### src/rtl/slink_crc_append_seq.sv
// S-Link TX CRC appender: forwards payload bytes and appends CRC-16/MCRF4XX, LSB first.
// Optional CRC error injection is compiled in with `define SLINK_CRC_SEQ_ERR_INJ_EN.
module slink_crc_append_seq #(
   parameter int unsigned CNT_W    = 16,
   parameter logic [15:0] CRC_INIT = 16'hFFFF
) (
   input  logic             clk,
   input  logic             reset,
   input  logic             enable,
   input  logic             s_valid,
   output logic             s_ready,
   input  logic [7:0]       s_data,
   input  logic             s_sop,
   input  logic             s_eop,
   output logic             m_valid,
   input  logic             m_ready,
   output logic [7:0]       m_data,
   output logic             m_sop,
   output logic             m_eop,
   output logic [15:0]      crc_out,
   output logic             crc_done,
   output logic [CNT_W-1:0] pkt_count,
   output logic [CNT_W-1:0] byte_count,
`ifdef SLINK_CRC_SEQ_ERR_INJ_EN
   input  logic             err_inj,
`endif
   output logic             proto_err
);

   typedef enum logic [1:0] {StIdle, StPayload, StCrcLo, StCrcHi} state_e;

   state_e      state_q;
   logic [15:0] crc_q;
   logic        inj_q;
   logic        inj_in;
   logic        s_fire;
   logic [15:0] crc_prev;
   logic [15:0] crc_next;

`ifdef SLINK_CRC_SEQ_ERR_INJ_EN
   assign inj_in = err_inj;
`else
   assign inj_in = 1'b0;
`endif

   // Byte-wise reflected CRC-16 (poly 0x8408), the engine's crc_in8 path.
   function automatic logic [15:0] crc_in8(input logic [15:0] prev, input logic [7:0] data);
      logic [15:0] c;
      c = prev ^ {8'h00, data};
      for (int i = 0; i < 8; i++) begin
         c = c[0] ? ((c >> 1) ^ 16'h8408) : (c >> 1);
      end
      return c;
   endfunction

   assign s_fire   = s_valid & s_ready;
   assign crc_prev = (state_q == StIdle) ? CRC_INIT : crc_q;
   assign crc_next = crc_in8(crc_prev, s_data);

   always_comb begin
      s_ready = 1'b0;
      m_valid = 1'b0;
      m_data  = s_data;
      m_sop   = 1'b0;
      m_eop   = 1'b0;
      if (!reset) begin
         unique case (state_q)
            StIdle: begin
               s_ready = m_ready & enable;
               // Non-SOP bytes in IDLE are swallowed, never presented downstream.
               m_valid = s_valid & enable & s_sop;
               m_sop   = s_valid & enable & s_sop;
            end
            StPayload: begin
               s_ready = m_ready;
               m_valid = s_valid;
            end
            StCrcLo: begin
               m_valid = 1'b1;
               m_data  = crc_q[7:0] ^ {7'b0, inj_q};
            end
            StCrcHi: begin
               m_valid = 1'b1;
               m_data  = crc_q[15:8];
               m_eop   = 1'b1;
            end
            default: ;
         endcase
      end
   end

   always_ff @(posedge clk or posedge reset) begin
      if (reset) begin
         state_q    <= StIdle;
         crc_q      <= CRC_INIT;
         inj_q      <= 1'b0;
         crc_out    <= 16'h0000;
         crc_done   <= 1'b0;
         proto_err  <= 1'b0;
         pkt_count  <= '0;
         byte_count <= '0;
      end else begin
         crc_done  <= 1'b0;
         proto_err <= 1'b0;
         unique case (state_q)
            StIdle: begin
               if (s_fire) begin
                  if (s_sop) begin
                     crc_q      <= crc_next;
                     inj_q      <= inj_in;
                     byte_count <= CNT_W'(1);
                     state_q    <= s_eop ? StCrcLo : StPayload;
                  end else begin
                     proto_err <= 1'b1;
                  end
               end
            end
            StPayload: begin
               if (s_fire) begin
                  crc_q <= crc_next;
                  if (byte_count != {CNT_W{1'b1}}) begin
                     byte_count <= byte_count + CNT_W'(1);
                  end
                  if (s_sop) begin
                     proto_err <= 1'b1;
                  end
                  if (s_eop) begin
                     state_q <= StCrcLo;
                  end
               end
            end
            StCrcLo: begin
               if (m_ready) begin
                  state_q <= StCrcHi;
               end
            end
            StCrcHi: begin
               if (m_ready) begin
                  crc_out   <= crc_q ^ {15'b0, inj_q};
                  crc_done  <= 1'b1;
                  pkt_count <= pkt_count + CNT_W'(1);
                  state_q   <= StIdle;
               end
            end
            default: state_q <= StIdle;
         endcase
      end
   end

endmodule
### config.mk
export PLATFORM = sky130hd
export DESIGN_NAME = slink_crc_append_seq
export DESIGN_NICKNAME = d
export VERILOG_FILES = /design/src/rtl/slink_crc_append_seq.sv
export SDC_FILE = /design/constraint.sdc
export NUM_CORES = 1
export LEC_CHECK = 0
export CORE_MARGIN = 10
export CORE_UTILIZATION = 45
export CTS_BUF_LIST = sky130_fd_sc_hd__clkbuf_2
export DETAILED_ROUTE_END_ITERATION = 8
export PLACE_DENSITY_LB_ADDON = 0.05
export SLEW_MARGIN = 20
export SYNTH_ARGS = -nofsm -noshare
export SYNTH_HDL_FRONTEND = slang
export SYNTH_SLANG_ARGS = --single-unit
export TNS_END_PERCENT = 10
### constraint.sdc
create_clock -name clk -period 14.2 [get_ports clk]
set_input_delay 4.26 -clock clk [delete_from_list [all_inputs] [get_ports clk]]
set_output_delay 4.26 -clock clk [all_outputs]
set_load 0.02 [all_outputs]
-- After elaboration in Yosys (flattened, before gate mapping)
Cells that the tools add are included.
- $add $sub $neg: 2
- $mul: 0
- divide/modulo/power cells: 0
- order comparisons: 0
- equality and inequality tests: 11
- shifts and indexed selects: 0
- mux-type cells: 43
- bitwise logic cells: 13
- reductions and logical operators: 7
- operators with widths (operator ; count):
    two-way mux 16 bit ; 16
    one-hot mux 16 bit (2 select lines) ; 2
    adder 16 x 1 -> 16 bit, second input constant ; 2
    NOT 2 -> 3 bit ; 8
    inequality test 16 bit, second input constant ; 1
    one-hot mux 8 bit (2 select lines) ; 1
    XOR 16 x 8 -> 16 bit ; 1
    two-way mux 2 bit ; 7
    inequality test 2 bit, second input constant ; 7
    two-way mux 1 bit ; 12
    two-way mux 8 bit ; 1
    one-hot mux 2 bit (4 select lines) ; 1
    AND reduction 6 bit ; 1
    AND reduction 5 bit ; 1
    AND 1 bit ; 4
    == test 2 bit, second input constant ; 2
    one-hot mux 1 bit (2 select lines) ; 2
    AND reduction 4 bit ; 1
    one-hot mux 1 bit (3 select lines) ; 1
    == test 2 x 1 -> 1 bit, second input constant ; 1
    zero test 2 bit ; 1
    AND reduction 2 bit ; 1
    nonzero test 2 bit ; 1
    OR reduction 2 bit ; 1
- register bits after elaboration: 68
- latch bits: 0
- RAM bits: 0
- ROM bits: 0
- input bits: 15
- output and inout port bits: 62
- word-level logic and storage cells: 83
- memories: 0

-- Longest topological paths before layout
- depth in word-level cells: 22
- depth in mapped cells: 9
- depth with buffers taken out: 7

-- Worst setup path before layout
OpenSTA, ideal clock, no wires.
- path type: in2out
- start: input port reset
- end: output port m_data[0]
- data arrival time: 6562 ps
- data required time: 9940 ps
- path slack: 3378 ps
- cell stages on the path: 4
- path buffers: 0
- cell sequence: inv_1 > o21ai_1 > nand2_1 > o21ai_0
- word-level cells in the longest chain between the ends: 1
- RTL lines (what ; RTL line ; source):
    start, declared ; 8 ; input logic reset,
    two-way mux 8 bit ; 66 ; if (!reset) begin
    end, declared ; 17 ; output logic [7:0] m_data,
No other way between the ends.

-- Final worst setup path
- start: input port reset
- end: output port m_data[5]
Same word-level chain as after synthesis.

==> results by stage <==
Outcome:
- The flow ran to the end, and the final reports show no timing, DRC or antenna violations.

Setup path:
- The critical path required time is 9.94 ns.
- The data arrival time of the critical path is 6.20 ns.
- The worst reg-to-reg setup slack is 11.12 ns.
- The worst reg2reg path depth is 7.
- The terminus of the critical flop-to-flop path is byte_count[9]$_DFFE_PP0P_.
- The start of the worst register-to-register path is state_q[0]$_DFFE_PP0P_.
- The startpoint class of the critical path is an input pin.
- STA classifies the critical path endpoint as an output port.
- The beginning of the critical path is reset.
- The critical path is of the in -> out type.
- Along the worst path, the maximum fanout reaches 15.

CTS:
- Clock-pin slew was measured on the worst setup and hold paths at 0.22 ns.
- In this run the post-CTS setup repair buffer count came out at 0.
- TritonCTS built the clock tree.
- The maximum buffer depth of the clock tree is 2.
- The number of buffers created by CTS is 9.
- At the later pin of the worst-skew pair, clock insertion delay measures 0.51 ns.
- The cell chosen for the clock root is clkbuf_2.
- In this run, post-CTS hold repair placed 0 buffers.
- CTS built an H-tree with a depth of 3.
- The clock drives 68 sinks.
- Post-CTS repair changed the size of 0 cells.

GRT:
- The total overflow left after global routing is 0.
- The initial antenna violation count is 0.
- The global-route wire length before repair is 15000 µm.
- The largest net degree at the start of global routing is 69.
- Global routing used 14.3% of the available tracks across all layers.
- The number of global-route vias before repair is 3008.

Logic synthesis:
- The post-synthesis cell count is 415.
- The netlist area before placement is 3750 µm².
- When the netlist entered floorplanning its net count stood at 436.
- After synthesis, the largest area contributor takes up 34.7% of total cell area.
- In this run, synthesis inferred 0 flip-flops with an integrated enable.
- The cell type with the largest total area after synthesis is dfrtp_1.
- The number of different library cells in the post-synthesis netlist is 57.
- The synthesis warning total is 0.
- Of all flip-flops after synthesis, the portion carrying an async set or reset was 100%.
- After synthesis, the cell types taking the most area are dfrtp_1 (35%), dfstp_2 (11%), nand2_1 (11%).
- The number of synthesized register bits is 68.
- The per-instance average area after synthesis is 9.04 µm².
- The flip-flop cell with the highest count after synthesis is dfrtp_1.
- The sequential area share after synthesis is 45.9%.

Route:
- The total vias in the final route is 3060.
- Dividing the detail-routed wire length by the instance count gives 15.3 µm.
- For this block, the initial DRC count from the detailed router was 142.
- The number of iterations in the first detailed-routing pass is 4.
- In this run the remaining antenna-violating nets after routing total 0.
- After detailed routing, the number of remaining DRC violations is 0.
- Using the TritonRoute via totals, the vias-per-cell ratio works out to 5.19.
- The routed design has 9010 µm of wire.

Floorplan:
- The die span in x is 111 µm.
- In this run the core area contains 33 standard-cell rows.
- The overall die height is 111 µm.
- The initial utilization of the core area, before any placement, comes to 45.9%.
- The floorplan step defined a core boundary enclosing 8180 µm².
- The die area is 12400 µm².
- In this run the count of I/O pins placed on the die edge is 77.

Power:
- The relative contribution of the clock network to total power is 11.5%.
- IR analysis of the VDD net gives a maximum drop of 0.111 mV.
- The power share of the combinational group is 47.8%.
- The net switching share of the total power is 43.0%.
- In this run the power density over the cells is 177 nW/µm².
- The post-route total power is 0.822 mW.
- The leakage power figure is 1.98 nW.
- The sequential share of power is 40.7%.
- Internal power comes to 0.468 mW.
- The analysis attributes to net switching a power of 0.353 mW.

STA:
- The final number of hold-violating endpoints is 0.
- Setup repair after global routing left no endpoint under its margin.
- The transition time at the pin with the least slew margin is 0.951 ns.
- The share of the cycle needed by the critical path after routing is 73.7%.
- After routing, the total negative slack on setup checks comes to 0 ns.
- The headroom to the max-slew limit is 36.6%.
- Between clock sinks in the finished design, the worst skew comes to 0.0307 ns.
- The count of final setup violators is 0.
- Derived from the worst setup path, the maximum achievable clock frequency is 95.6 MHz.
- The max-slew violation count came to 0.
- The routed design could run at a clock period as short as 10.46 ns.

Layout:
- Of the cells placed in the final design, the portion with a size suffix greater than 1 is 10.3%.
- In the layout the commonest cells are nand2_1 (108), clkdlybuf4s50_1 (76), dfrtp_1 (52).
- Leaving out fill and tap cells, the most frequent cell in the layout is nand2_1.
- The number of antenna repair diodes is 0.
- The number of nets in the finished design is 501.
- Counting the fill cells in the layout gives 778.
- The signed area change from the synthesized netlist to the final layout is 23.7%.

Hold path:
- The classification of the worst-slack hold path is reg -> reg.
- The worst hold path begins at pkt_count[15]$_DFFE_PP0P_.
- The worst min-delay path endpoint is pkt_count[15]$_DFFE_PP0P_.
- The hold path depth is 1.

Placed design:
- The final weighted congestion in routability-driven placement is 0.812.
- The detailed-placement wirelength estimate is 6410 µm.
- In this run the tool buffered the top-level ports with 76 buffer cells.

Run:
- Across the run, the number of max-cap violations was 0.
-- kinds of logic (layout without fill, tap and decap cells) --
group	Yosys count	count (layout)	synth area share [%]
xor+xnor	47	47	11.0
flops	68	68	45.9
buf+inv	32	102	3.80
mux	7	7	1.97
fa+ha+maj	6	6	2.00
simple gates	195	195	24.8
compound gates	60	60	10.6
-- cell type report --
cell class,count,area (µm²),area share (%)
Multi-Input combinational cell,315,1890,40.7
Timing Repair Buffer,79,783,16.9
Inverter,7,26.3,0.566
Clock buffer,9,45.0,0.971
Clock inverter,7,43.8,0.944
Tap cell,105,131,2.83
Sequential cell,68,1720,37.1
-- critical path: stages --
cell,delay [ns]
clkdlybuf4s50_1,0.76
inv_2,0.06
o21ai_1,0.28
nand2_1,0.10
o21ai_0,0.09
clkdlybuf4s50_1,0.64
-- worst max-delay path by stage --
stage | endpoint | slack, ns | depth (start not counted)
detailed placement | m_data[4] | 3.75 | 6
global route | m_data[3] | 3.63 | 6
finish | m_data[5] | 3.74 | 6
global placement | m_data[5] | 3.81 | 6
floorplan | m_data[0] | 3.38 | 4
CTS | m_data[4] | 3.74 | 6
-- power groups by stage --
stage | combinational [mW] | sequential [mW] | clock [mW]
6_report | 0.392 | 0.335 | 0.0945
5_1_grt | 0.437 | 0.346 | 0.106
4_1_cts | 0.399 | 0.335 | 0.0983
3_5_place_dp | 0.397 | 0.339 | 0
3_3_place_gp | 0.388 | 0.338 | 0
2_1_floorplan | 0.243 | 0.350 | 0
-- sequential cells by signal, indices dropped and copies added, names as in the netlist --
name        flops
crc_out        16
crc_done        1
crc_q          16
proto_err       1
pkt_count      16
state_q         2
byte_count     16
-- routing by layer --
| layer | part of all wire (%) | GRT usage, % |
|---|---|---|
| met2 | 46 | 22.7 |
| met5 | 0 | 0 |
| met1 | 47 | 18.0 |
| met3 | 5.4 | 4.22 |
| met4 | 1.2 | 4.71 |
-- through the flow --
stage	hold slack [ns]	setup slack [ns]	utilization (%)	cell area, µm²	std cells
final	0.492	3.74	56.7	4640	590
after global routing	0.501	3.63	56.7	4640	590
after CTS	0.495	3.74	56.7	4640	590
after detailed placement	0.466	3.75	55.6	4550	574
after global placement	0.460	3.81	55.6	4550	574
after floorplan	0.454	3.38	-	3750	415
-- cell usage after synthesis, types with 3 or more instances --
library cell	instances
o211ai_1	3
nor3_1	4
a21oi_1	5
buf_2	6
o21ai_0	25
nand2_1	108
xnor2_1	37
nand4b_1	5
mux2i_1	4
nor2_1	27
ha_1	6
and3_1	5
and4_1	3
dfstp_2	16
clkbuf_1	15
a22oi_1	8
nand4_1	9
nand3_1	15
dfrtp_1	52
mux2_2	3
inv_1	6
xor2_1	10
(Power assumes the default switching activity.)
